File: config.mk
export PLATFORM = sky130hd
export DESIGN_NAME = clk_div_multi
export DESIGN_NICKNAME = d
export VERILOG_FILES = /design/src/rtl/clk_div_multi.sv
export SDC_FILE = /design/constraint.sdc
export NUM_CORES = 1
export LEC_CHECK = 0
export BUFFER_PORTS_ARGS = -buffer_cell sky130_fd_sc_hd__buf_2
export CORE_MARGIN = 2
export CORE_UTILIZATION = 41
export DETAILED_ROUTE_END_ITERATION = 8
export PLACE_DENSITY = 0.7
export SYNTH_ARGS = -nofsm -noshare
export SYNTH_HDL_FRONTEND = slang
export SYNTH_SLANG_ARGS = --single-unit
export TNS_END_PERCENT = 30
File: constraint.sdc
create_clock -name CLK -period 2.55 [get_ports CLK]
set_input_delay 0.1275 -clock CLK [delete_from_list [all_inputs] [get_ports CLK]]
set_output_delay 0.1275 -clock CLK [all_outputs]
set_load 0.1 [all_outputs]
File: src/rtl/clk_div_multi.sv
// Multi-channel 50% duty clock divider with per-channel enable and glitch-free
// runtime half-period updates deferred to each channel's terminal count.
module clk_div_multi #(
    parameter int          CHANNELS     = 2,
    parameter int          CNT_W        = 16,
    parameter int unsigned DEFAULT_HALF = 3999,
    parameter int          SEL_W        = 1
) (
    input  logic                CLK,
    input  logic                RST_N,
    input  logic [CHANNELS-1:0] EN,
    input  logic                DIV_WR,
    input  logic [SEL_W-1:0]    DIV_SEL,
    input  logic [CNT_W-1:0]    DIV_DATA,
    output logic [CHANNELS-1:0] CLK_OUT,
    output logic [CHANNELS-1:0] TICK,
    output logic [CHANNELS-1:0] PENDING
);

    for (genvar g = 0; g < CHANNELS; g++) begin : g_ch
        logic [CNT_W-1:0] cnt;
        logic [CNT_W-1:0] half;
        logic [CNT_W-1:0] pend_val;
        logic             pend;
        logic             out_lvl;
        logic             tick;
        logic             wr_hit;
        logic             tc;

        // Selects beyond the channel count never match any channel index.
        assign wr_hit = DIV_WR && (DIV_SEL == SEL_W'(g));
        assign tc     = (cnt == half);

        always_ff @(posedge CLK or negedge RST_N) begin
            if (!RST_N) begin
                cnt      <= '0;
                half     <= CNT_W'(DEFAULT_HALF);
                pend_val <= '0;
                pend     <= 1'b0;
                out_lvl  <= 1'b0;
                tick     <= 1'b0;
            end else begin
                if (EN[g]) begin
                    if (tc) begin
                        cnt     <= '0;
                        out_lvl <= ~out_lvl;
                        tick    <= 1'b1;
                    end else begin
                        cnt     <= cnt + CNT_W'(1);
                        tick    <= 1'b0;
                    end
                end else begin
                    cnt     <= '0;
                    out_lvl <= 1'b0;
                    tick    <= 1'b0;
                end

                // Old pending value lands first; a coincident write re-arms pend.
                if (pend && (!EN[g] || tc)) begin
                    half <= pend_val;
                    pend <= 1'b0;
                end
                if (wr_hit) begin
                    pend_val <= DIV_DATA;
                    pend     <= 1'b1;
                end
            end
        end

        assign CLK_OUT[g] = out_lvl;
        assign TICK[g]    = tick;
        assign PENDING[g] = pend;
    end

endmodule

==> flow_metrics.env <==
export IMPL_num_rows=38
export IMPL_hold_path_class="input port to register"
export IMPL_start_kind="register"
export IMPL_whs_ns=0.0256
export IMPL_drive_gt1_share_pct=35.8
export IMPL_syn_inst=346
export IMPL_maxCapViolCount=0
export IMPL_path_class="register to register"
export IMPL_synth_seq_area_share_pct=56.2
export IMPL_drc=0
export IMPL_first_pass_iters=4
export IMPL_post_dp_hpwl_um=5900
export IMPL_synth_avg_cell_area_um2=13.3
export IMPL_power_density_mw_per_mm2=766
export IMPL_netlist_area_mm2=0.00459
export IMPL_pwr_share_clk_pct=29.5
export IMPL_ys_ff_latch=102
export IMPL_cts_setup_buffers=0
export IMPL_coreArea_mm2=0.0109
export IMPL_cts_root_buf="clkbuf_8"
export IMPL_seqPwrFrac_pct=54.1
export IMPL_final_setup_skew_ns=0.0129
export IMPL_grt_pass1_vias=2737
export IMPL_setup_violations=0
export IMPL_fillers=980
export IMPL_p_leak_nw=2.22
export IMPL_tightest_slew_ns=0.772
export IMPL_period_share_pct=81.5
export IMPL_power_switching_mw=0.973
export IMPL_syn_nets=370
export IMPL_port_buffers=27
export IMPL_antennaDiodeCount=0
export IMPL_placed_cells=503
export IMPL_first_iter_violations=112
export IMPL_yosysUniqueCellTypes=30
export IMPL_vias=2556
export IMPL_synth_warnings=0
export IMPL_grt_max_degree=53
export IMPL_ant_nets=0
export IMPL_slew_viol_final=0
export IMPL_cts_sinks=102
export IMPL_cts_path_max_buffers=2
export IMPL_period_needed_ns=2.08
export IMPL_peakVddDrop_mv=0.411
export IMPL_cts_max_level=3
export IMPL_viasPerCell=4.92
export IMPL_switching_share_pct=24.9
export IMPL_critPathMaxFanout=16
export IMPL_power_mw=3.91
export IMPL_insertion_delay_ns=0.35
export IMPL_die_x_um=110
export IMPL_drt_wl_total_um=8120
export IMPL_wl_per_cell_um=15.6
export IMPL_area_growth_pct=11.0
export IMPL_grt_antenna_before_repair=0
export IMPL_finalNonFillerCells=520
export IMPL_overflow=0
export IMPL_internal_power_mw=2.93
export IMPL_post_cts_resized=0
export IMPL_rsz0062_at_grt="no"
export IMPL_hold_violations=0
export IMPL_grt_pass1_wl_um=13600
export IMPL_pwr_share_comb_pct=16.4
export IMPL_io_pins=28
export IMPL_final_util_pct=46.8
export IMPL_cp_data_required_time_ns=2.78
export IMPL_timing_fmax_ghz=0.481
export IMPL_gp_congestion=0.784
export IMPL_grt_usage_pct=14.9
export IMPL_die_area_mm2=0.0121
export IMPL_cp_end_kind="register"
export IMPL_numCtsBuffers=9
export IMPL_die_h_um=110
export IMPL_relSlewSlack_pct=48.4
export IMPL_path_clk_slew_ns=0.10
export IMPL_cp_data_arrival_time_ns=2.31
export IMPL_cts_tree="done"
export IMPL_start_util_pct=42.2
export IMPL_nets=399
export IMPL_hold_buffers=1
export IMPL_status="finished, final reports clean"
export IMPL_fin_tns_setup_ns=0
==> synth_stat cells (all sizes together) <==
| cell type | instances | area [µm²] |
|---|---|---|
| and2 | 4 | 25.0 |
| mux2 | 64 | 796 |
| nand4 | 13 | 87.6 |
| and4 | 1 | 8.76 |
| o21bai | 1 | 7.51 |
| buf | 9 | 72.6 |
| nor4b | 1 | 8.76 |
| nand3 | 10 | 50.1 |
| clkbuf | 5 | 18.8 |
| nand2 | 12 | 60.1 |
| nor3 | 2 | 10.0 |
| nor2 | 38 | 143 |
| and3 | 4 | 25.0 |
| inv | 7 | 26.3 |
| dfrtp | 82 | 2050 |
| nor2b | 2 | 12.5 |
| nand2b | 1 | 6.26 |
| dfstp | 20 | 526 |
| nor4 | 3 | 18.8 |
| o41ai | 2 | 55.1 |
| ha | 2 | 25.0 |
| xnor2 | 45 | 402 |
| xor2 | 17 | 149 |
| o21ai | 1 | 5.00 |
==> final cells by class <==
cell class,instances,area (µm²),area share [%]
multi-input cells,223,1890,37.2
clock inverters,4,77.6,1.52
well taps,140,175,3.44
inverters,7,26.3,0.516
flip-flops and latches,102,2580,50.6
clock buffers,12,155,3.04
repair buffers,32,190,3.73
==> path summary, 6_finish.rpt <==
path	depth (start not counted)	slack, ns	end	from
worst max-delay path	5	0.47	g_ch[1].half[13]	g_ch[1].half[10]
worst min-delay path	2	0.03	g_ch[1].pend_val[6]	DIV_DATA[6]
worst max register to register	5	0.47	g_ch[1].half[13]	g_ch[1].half[10]
worst min register to register	1	0.51	g_ch[1].half[8]	g_ch[1].pend_val[8]
max in group asynchronous	3	1.44	g_ch[1].half[1]	RST_N
min in group asynchronous	2	0.35	g_ch[0].pend_val[12]	RST_N
==> sequential cells by signal (all words and copies together) (netlist names) <==
register / cells
g_ch.pend: 2
g_ch.tick: 2
g_ch.half: 32
g_ch.out_lvl: 2
g_ch.cnt: 32
g_ch.pend_val: 32
==> power groups by stage <==
stage | Combinational [mW] | Sequential [mW] | Clock [mW]
floorplan | 0.531 | 2.08 | 0
global placement | 0.626 | 2.14 | 0
detailed placement | 0.650 | 2.14 | 0
CTS | 0.653 | 2.12 | 1.18
global route | 0.704 | 2.15 | 1.25
finish | 0.642 | 2.11 | 1.15
==> layer usage <==
layer	routed length, µm	track usage [%]	vias up
li1	-	-	1225
met1	4040	21.0	1292
met2	3750	23.3	33
met3	250	3.20	6
met4	86	3.89	0
met5	0	0	-
==> layout by cell type, fill, tap and decap left out, types with 2 or more instances in the layout <==
| cell | count |
|---|---|
| dfrtp_1 | 82 |
| mux2_4 | 20 |
| o41ai_4 | 2 |
| buf_4 | 4 |
| nand2_4 | 2 |
| bufinv_16 | 2 |
| and3_1 | 4 |
| and2_1 | 4 |
| mux2_2 | 44 |
| dfstp_2 | 20 |
| xnor2_1 | 44 |
| nand3_1 | 10 |
| buf_2 | 26 |
| xor2_1 | 17 |
| nor2b_1 | 2 |
| nor2_1 | 38 |
| nand4_1 | 12 |
| nand2_1 | 10 |
| nor4_1 | 3 |
| inv_1 | 7 |
| ha_1 | 2 |
| nor3_1 | 2 |
| clkbuf_8 | 11 |
==> critical path, stage by stage, from the launching register on <==
cell	delay [ns]
dfstp_2	0.56
xnor2_1	0.13
nand4_1	0.20
o41ai_4	0.47
nand2_4	0.24
mux2_4	0.35
==> metrics by stage <==
step                      setup WS, ns  area [µm²]
after floorplan                  0.449        4590
after global placement           0.508        4850
after detailed placement         0.493        4850
after CTS                        0.458        5100
after global routing             0.381        5100
final                            0.472        5100
==> cell families (layout without fill, tap and decap cells) <==
logic type | count (synthesis) | count (layout) | synth area share [%]
DFF | 102 | 102 | 56.2
and+or+nand+nor | 91 | 91 | 9.92
muxes | 64 | 64 | 17.3
xor gates and xnor gates | 62 | 62 | 12.0
buffers and inverters | 21 | 55 | 2.56
AOI/OAI and AO/OA | 4 | 4 | 1.47
adders and majority gates | 2 | 2 | 0.545
No activity file was read; power rests on OpenSTA's default activity.
